## config.mk

```make
export PLATFORM = sky130hd
export DESIGN_NAME = spi_target
export DESIGN_NICKNAME = d
export VERILOG_FILES = /design/src/rtl/spi_target.sv
export SDC_FILE = /design/constraint.sdc
export NUM_CORES = 1
export LEC_CHECK = 0
export CAP_MARGIN = 25
export CORE_MARGIN = 8
export CORE_UTILIZATION = 54
export DETAILED_ROUTE_END_ITERATION = 16
export PLACE_DENSITY = 0.88
export SYNTH_ARGS = -nofsm -noshare
export SYNTH_HDL_FRONTEND = slang
export SYNTH_SLANG_ARGS = --single-unit
```

## constraint.sdc

```tcl
create_clock -name clk -period 3.65 [get_ports clk]
set_clock_uncertainty 0.2 [all_clocks]
set_input_delay 1.095 -clock clk [delete_from_list [all_inputs] [get_ports clk]]
set_output_delay 1.095 -clock clk [all_outputs]
set_load 0.01 [all_outputs]
```

## src/rtl/spi_target.sv

```systemverilog
// spi_target: SPI mode-0 target for the 68k local bus, with an RX FIFO, a TX holding register and sticky error flags.
// Revision: 1.0
`default_nettype none
`timescale 1ns/1ps

module spi_target #(
  parameter int          RX_DEPTH = 4,
  parameter logic [7:0]  TX_FILL  = 8'hFF
) (
  input  logic        clk,
  input  logic        reset,
  input  logic [15:0] data_write,
  output logic [15:0] data_read,
  input  logic [7:0]  addr,
  input  logic        uds,
  input  logic        lds,
  input  logic        rw,
  output logic        ack,
  input  logic        spi_sck,
  input  logic        spi_mosi,
  input  logic        spi_cs_n,
  output logic        spi_miso,
  output logic        spi_miso_oe,
  output logic        irq
);

  localparam int PW = $clog2(RX_DEPTH);
  localparam int CW = PW + 1;

  localparam logic [0:0] S_IDLE  = 1'b0;
  localparam logic [0:0] S_SHIFT = 1'b1;

  logic [0:0]  state_q, state_d;
  logic [2:0]  sck_sync_q, cs_sync_q;
  logic [1:0]  mosi_sync_q;
  logic        req_q;
  logic [2:0]  bit_cnt_q, bit_cnt_d;
  logic [7:0]  rx_sr_q, rx_sr_d;
  logic [7:0]  tx_sr_q, tx_sr_d;
  logic        miso_q;
  logic [7:0]  tx_hold_q, tx_hold_d;
  logic        tx_pending_q, tx_pending_d;
  logic        overrun_q, overrun_d;
  logic        underrun_q, underrun_d;
  logic        irq_en_q, irq_en_d;
  logic [PW-1:0] wr_ptr_q, wr_ptr_d, rd_ptr_q, rd_ptr_d;
  logic [CW-1:0] count_q, count_d;
  logic [7:0]  mem_q [RX_DEPTH];
  logic [15:0] rdata_q, rdata_d;
  logic        ack_q;

  logic sck_rise, sck_fall, cs_fall, cs_rise, mosi_s;
  logic req, strobe, wr_data, rd_data, wr_stat, rd_stat;
  logic shifting, sample, shift_out, reload, push_req, push, pop, full, nonempty;
  logic [7:0] rx_byte, status;

  // Bits of the bus that carry no information for this block.
  logic unused_ok;
  assign unused_ok = ^{data_write[15:8], addr[0]};

  assign sck_rise = sck_sync_q[1] & ~sck_sync_q[2];
  assign sck_fall = ~sck_sync_q[1] & sck_sync_q[2];
  assign cs_fall  = ~cs_sync_q[1] & cs_sync_q[2];
  assign cs_rise  = cs_sync_q[1] & ~cs_sync_q[2];
  assign mosi_s   = mosi_sync_q[1];

  assign req     = uds | lds;
  assign strobe  = req & ~req_q;
  assign wr_data = strobe & ~rw & (addr[7:1] == 7'd0);
  assign rd_data = strobe &  rw & (addr[7:1] == 7'd0);
  assign wr_stat = strobe & ~rw & (addr[7:1] == 7'd1);
  assign rd_stat = strobe &  rw & (addr[7:1] == 7'd1);

  assign full     = (count_q == CW'(RX_DEPTH));
  assign nonempty = (count_q != '0);
  assign pop      = rd_data & nonempty;

  assign sample    = (state_q == S_SHIFT) & ~cs_rise & sck_rise;
  assign shift_out = (state_q == S_SHIFT) & ~cs_rise & sck_fall & (bit_cnt_q != 3'd0);
  assign reload    = ((state_q == S_IDLE) & cs_fall) |
                     ((state_q == S_SHIFT) & ~cs_rise & sck_fall & (bit_cnt_q == 3'd0));
  assign rx_byte   = {rx_sr_q[6:0], mosi_s};
  assign push_req  = sample & (bit_cnt_q == 3'd7);
  // A pop in the same cycle frees the slot a full FIFO would otherwise lack.
  assign push      = push_req & (~full | pop);

  assign status = {1'b0, irq_en_q, shifting, underrun_q, overrun_q, ~tx_pending_q, full, nonempty};

  // FSM: state register
  always_ff @(posedge clk or posedge reset) begin
    if (reset) state_q <= S_IDLE;
    else       state_q <= state_d;
  end

  // FSM: next state
  always_comb begin
    state_d = state_q;
    case (state_q)
      S_IDLE:  if (cs_fall) state_d = S_SHIFT;
      S_SHIFT: if (cs_rise) state_d = S_IDLE;
      default: state_d = S_IDLE;
    endcase
  end

  // FSM: outputs
  always_comb begin
    shifting    = (state_q == S_SHIFT);
    spi_miso_oe = shifting;
    spi_miso    = shifting & miso_q;
  end

  always_comb begin
    bit_cnt_d    = bit_cnt_q;
    rx_sr_d      = rx_sr_q;
    tx_sr_d      = tx_sr_q;
    tx_hold_d    = tx_hold_q;
    tx_pending_d = tx_pending_q;
    overrun_d    = overrun_q;
    underrun_d   = underrun_q;
    irq_en_d     = irq_en_q;
    wr_ptr_d     = wr_ptr_q;
    rd_ptr_d     = rd_ptr_q;
    count_d      = count_q + CW'(push) - CW'(pop);
    rdata_d      = 16'h0000;

    if (cs_rise || state_q == S_IDLE) bit_cnt_d = 3'd0;
    else if (sample)                  bit_cnt_d = bit_cnt_q + 3'd1;

    if (cs_rise)     rx_sr_d = 8'h00;
    else if (sample) rx_sr_d = rx_byte;

    // A reload takes the byte held before any same-cycle bus write.
    if (cs_rise)        tx_sr_d = 8'h00;
    else if (reload)    tx_sr_d = tx_pending_q ? tx_hold_q : TX_FILL;
    else if (shift_out) tx_sr_d = {tx_sr_q[6:0], 1'b0};

    if (wr_data) begin
      tx_hold_d    = data_write[7:0];
      tx_pending_d = 1'b1;
    end else if (reload) begin
      tx_pending_d = 1'b0;
    end

    if (push_req & full & ~pop)       overrun_d = 1'b1;
    else if (wr_stat & data_write[3]) overrun_d = 1'b0;

    if (reload & ~tx_pending_q)       underrun_d = 1'b1;
    else if (wr_stat & data_write[4]) underrun_d = 1'b0;

    if (wr_stat) irq_en_d = data_write[6];

    if (push) wr_ptr_d = wr_ptr_q + PW'(1);
    if (pop)  rd_ptr_d = rd_ptr_q + PW'(1);

    if (rd_data)      rdata_d = {8'h00, pop ? mem_q[rd_ptr_q] : 8'h00};
    else if (rd_stat) rdata_d = {8'h00, status};
  end

  always_ff @(posedge clk or posedge reset) begin
    if (reset) begin
      sck_sync_q   <= 3'b000;
      cs_sync_q    <= 3'b111;
      mosi_sync_q  <= 2'b00;
      req_q        <= 1'b0;
      bit_cnt_q    <= 3'd0;
      rx_sr_q      <= 8'h00;
      tx_sr_q      <= 8'h00;
      miso_q       <= 1'b0;
      tx_hold_q    <= 8'h00;
      tx_pending_q <= 1'b0;
      overrun_q    <= 1'b0;
      underrun_q   <= 1'b0;
      irq_en_q     <= 1'b0;
      wr_ptr_q     <= '0;
      rd_ptr_q     <= '0;
      count_q      <= '0;
      rdata_q      <= 16'h0000;
      ack_q        <= 1'b0;
    end else begin
      sck_sync_q   <= {sck_sync_q[1:0], spi_sck};
      cs_sync_q    <= {cs_sync_q[1:0], spi_cs_n};
      mosi_sync_q  <= {mosi_sync_q[0], spi_mosi};
      req_q        <= req;
      bit_cnt_q    <= bit_cnt_d;
      rx_sr_q      <= rx_sr_d;
      tx_sr_q      <= tx_sr_d;
      miso_q       <= tx_sr_q[7];
      tx_hold_q    <= tx_hold_d;
      tx_pending_q <= tx_pending_d;
      overrun_q    <= overrun_d;
      underrun_q   <= underrun_d;
      irq_en_q     <= irq_en_d;
      wr_ptr_q     <= wr_ptr_d;
      rd_ptr_q     <= rd_ptr_d;
      count_q      <= count_d;
      rdata_q      <= rdata_d;
      ack_q        <= strobe;
    end
  end

  always_ff @(posedge clk) begin
    if (push) mem_q[wr_ptr_q] <= rx_byte;
  end

  assign data_read = rdata_q;
  assign ack       = ack_q;
  assign irq       = irq_en_q & (nonempty | overrun_q);

endmodule

`default_nettype wire

```

==> results.py <==
metrics = {
    "clock_network": {
        "cts_tree": "built",
        "cts_buffers": 9,
        "root_buffer": "clkbuf_8",
        "cts_resized": 0,
        "clkTransAtPathRegs_ns": 0.09,
        "clock-sinks": 89,
        "cts_buffer_depth": 2,
        "cts_hold_buf": 0,
        "postCtsSetupBuffers": 0,
        "htree_levels": 3,
        "insertion_delay_ns": 0.35,
    },
    "layout": {
        "antenna_cells": 0,
        "multi_input_area_um2": 1250,
        "num-fill-cells": 468,
        "final_area_um2": 4379,
        "area_growth_pct": 16.05,
        "finalNonFillerCells": 396,
        "fin_util_pct": 64.46,
        "drive_above_1_share_pct": 19.33,
        "nets": 336,
        "final-seq-area_um2": 2391,
    },
    "routing": {
        "first_pass_iters": 5,
        "drt_iter0_drc": 109,
        "drt-total-wl_mm": 6.904,
        "ant_nets": 0,
        "wl_per_cell_um": 17.43,
        "wl_met1_mm": 2.924,
        "drc": 0,
        "met2_length_mm": 3.509,
        "wl_met3_um": 408,
        "maxUsedRoutingLayer": "met4",
        "vias": 2115,
        "viasPerCell": 5.341,
    },
    "placed_design": {
        "placed_area_um2": 4208,
        "dp_slack_ns": 0.1003,
        "dp.final_hpwl_mm": 4.790,
        "gp_congestion": 0.7690,
        "portBuffers": 34,
        "dp_cells": 380,
    },
    "yosys": {
        "yosysTopAreaCell": "dfrtp_1",
        "syn_area_um2": 3774,
        "synth_flop_cell": "dfrtp_1",
        "synthDistinctLibCells": 51,
        "synth_area_leaders": "dfrtp_1, edfxtp_1, mux4_2, mux2_4, ha_1",
        "yosysWarnings": 0,
        "avgSynthCellArea_um2": 14.86,
        "yosysSeqAreaShare_pct": 63.36,
        "synth_top_cell_area_share_pct": 35.81,
        "synth-edff-count": 32,
        "ys_async_sr_fraction_pct": 64.04,
        "ys_seq_elements": 89,
        "synthCells": 254,
    },
    "critical_path": {
        "reg2reg_setup_slack_ns": 0.73,
        "worstPathCellList": "clkdlybuf4s50_1 > o21ba_2 > nand4_2 > or3b_1 > o21ai_1 > ha_1 > inv_1 > fa_1 > xnor2_1 > xnor2_1",
        "cp.arrival_ns": 3.23,
        "path_delay_family": "simple AND/OR/NAND/NOR gates",
        "path_max_fanout": 5,
        "crit_type": "input pin to register",
        "startpoint_type": "input pin",
        "cp.depth": 10,
        "cp_slowest_cell": "clkdlybuf4s50_1",
        "crit_buf_inv": 2,
        "r2r_cells": 9,
        "crit_start": "lds",
        "worst_ep_required_time_ns": 3.69,
        "end_kind": "register",
        "regToRegEndpoint": "count_q[2]",
        "reg2reg_from": "cs_sync_q[2]",
        "cpMostUsedCell": "xnor2_1",
        "crit_end": "count_q[2]",
        "cpPeakStageDelay_ns": 0.41,
    },
    "floorplanning": {
        "fp.dieH_um": 99.60,
        "start_util_pct": 55.54,
        "die_w_um": 99.60,
        "std_cell_rows": 30,
        "dieArea_um2": 9919,
        "core_area_um2": 6794,
        "ios": 52,
    },
    "worst_hold_path": {
        "hold_class": "register to register",
    },
    "flow_run": {
        "cap_violations": 0,
    },
    "pwr": {
        "switchingPower_w": 0.0004592,
        "switching_share_pct": 24.61,
        "pwr-share-clk_pct": 32.1,
        "intPower_w": 0.001407,
        "ir_worst_vdd_uv": 194.6,
        "powerDensity_nw_per_um2": 426.1,
        "combPwrFrac_pct": 7.9,
        "seqPwrFrac_pct": 60.0,
        "power_leakage_nw": 1.777,
    },
    "grt": {
        "overflow": 0,
        "grt_usage_pct": 14.59,
        "grt_pass1_vias": 2237,
        "grt_max_degree": 32,
        "antenna_found_initial": 0,
        "grt_first_pass_wirelength_mm": 11.27,
    },
    "sta": {
        "min_period_over_period_pct": 87.34,
        "tns_ns": 0,
        "finalMaxSlewViolations": 0,
        "fmax_mhz": 313.7,
        "maxSlewHeadroom_pct": 50.18,
        "rsz0062_at_grt": "no",
        "worst_slew_pin_slew_ns": 0.7454,
        "setup_ws_ns": 0.4621,
        "hold_viol_final": 0,
        "post-route-min-period_ns": 3.188,
        "setup_viol": 0,
    },
    "outcome": {
        "status": "finished, final reports clean",
    },
}
[layer usage]
layer  vias up  track usage [%]
li1        971                -
met1      1077            17.09
met2        61            24.02
met3         6            4.888
met4         0            6.054
met5         -                0
[power groups by stage]
stage,Clock (W),Combinational (W),Sequential [W]
after CTS,0.000609,0.000149,0.00112
final,0.000599,0.000147,0.00112
after detailed placement,0,0.000147,0.00114
after floorplan,0,0.000105,0.00112
after global routing,0.000648,0.000162,0.00113
after global placement,0,0.000142,0.00114
[cells by family (layout without fill, tap and decap cells)]
group,Yosys count,count (layout),synth area share (%)
flip-flops,89,89,63.36
AND/OR/NAND/NOR,59,59,10.61
AO/OA/AOI/OAI,38,38,7.991
buffers and inverters,32,71,4.211
multiplexers,19,19,8.919
adder cells (fa/ha/maj),9,9,3.183
XOR/XNOR,7,7,1.625
other,1,8,0.09937
[cell usage in the layout (no fill, tap or decap), types with 8 or more instances in the layout]
master           Yosys  layout
ha_1                 8       8
nor2_1               8       8
dfrtp_1             54      54
inv_1               17      16
nand2_1             20      20
clkdlybuf4s50_1      0      34
clkbuf_8             0       9
mux2_4               9       9
conb_1               1       8
a21oi_1              8       8
mux4_2               8       8
edfxtp_1            32      32
o21ai_0              9       9
[synth_stat cells, types with 3 or more instances]
master	instances
mux4_2	8
ha_1	8
nand2_1	20
o21ai_0	9
xnor2_1	5
dfrtp_1	54
inv_1	17
and2_1	3
nor2b_1	3
mux2_4	9
buf_4	9
a22o_1	6
a21oi_1	8
nor2_1	8
buf_2	4
a221o_1	7
dfstp_2	3
edfxtp_1	32
and2_2	4
[flip-flops by register name (all words and copies together), names as in the netlist]
signal        cells
mem_q            32
data_read         8
tx_hold_q         8
tx_sr_q           8
rx_sr_q           7
bit_cnt_q         3
count_q           3
cs_sync_q         3
sck_sync_q        3
mosi_sync_q       2
rd_ptr_q          2
wr_ptr_q          2
ack               1
irq_en_q          1
miso_q            1
overrun_q         1
req_q             1
spi_miso_oe       1
tx_pending_q      1
underrun_q        1
[cell type report]
class	instances	share of cell area [%]
Sequential cell	89	54.60
Multi-Input combinational cell	140	28.54
Timing Repair Buffer	38	8.743
Clock buffer	10	2.914
Tap cell	96	2.743
Inverter	17	1.457
Clock inverter	6	1.000
[per-stage QoR]
stage / hold WS (ns) / total power, W
detailed placement: 0.1379 / 0.001285
global route: 0.1746 / 0.001935
CTS: 0.1677 / 0.001877
floorplan: 0.1312 / 0.001228
finish: 0.1663 / 0.001866
global placement: 0.1327 / 0.001277
[worst min path at each step]
stage / from / cells past startpoint / end / slack [ns]
3_5_place_dp: sck_sync_q[0] / 0 / sck_sync_q[1] / 0.14
2_1_floorplan: mosi_sync_q[0] / 0 / mosi_sync_q[1] / 0.13
5_1_grt: cs_sync_q[0] / 0 / cs_sync_q[1] / 0.17
6_report: cs_sync_q[0] / 0 / cs_sync_q[1] / 0.17
4_1_cts: cs_sync_q[0] / 0 / cs_sync_q[1] / 0.17
3_3_place_gp: sck_sync_q[0] / 0 / sck_sync_q[1] / 0.13
[worst reg2reg max path, stage by stage (launching register included)]
cell      delay (ns)
dfstp_2         0.54
nand2b_1        0.47
nand4_4         0.25
or3b_1          0.42
o21ai_1         0.09
ha_1            0.16
inv_1           0.05
fa_1            0.37
xnor2_1         0.14
xnor2_1         0.14
Power figures use the tool's default switching activity.
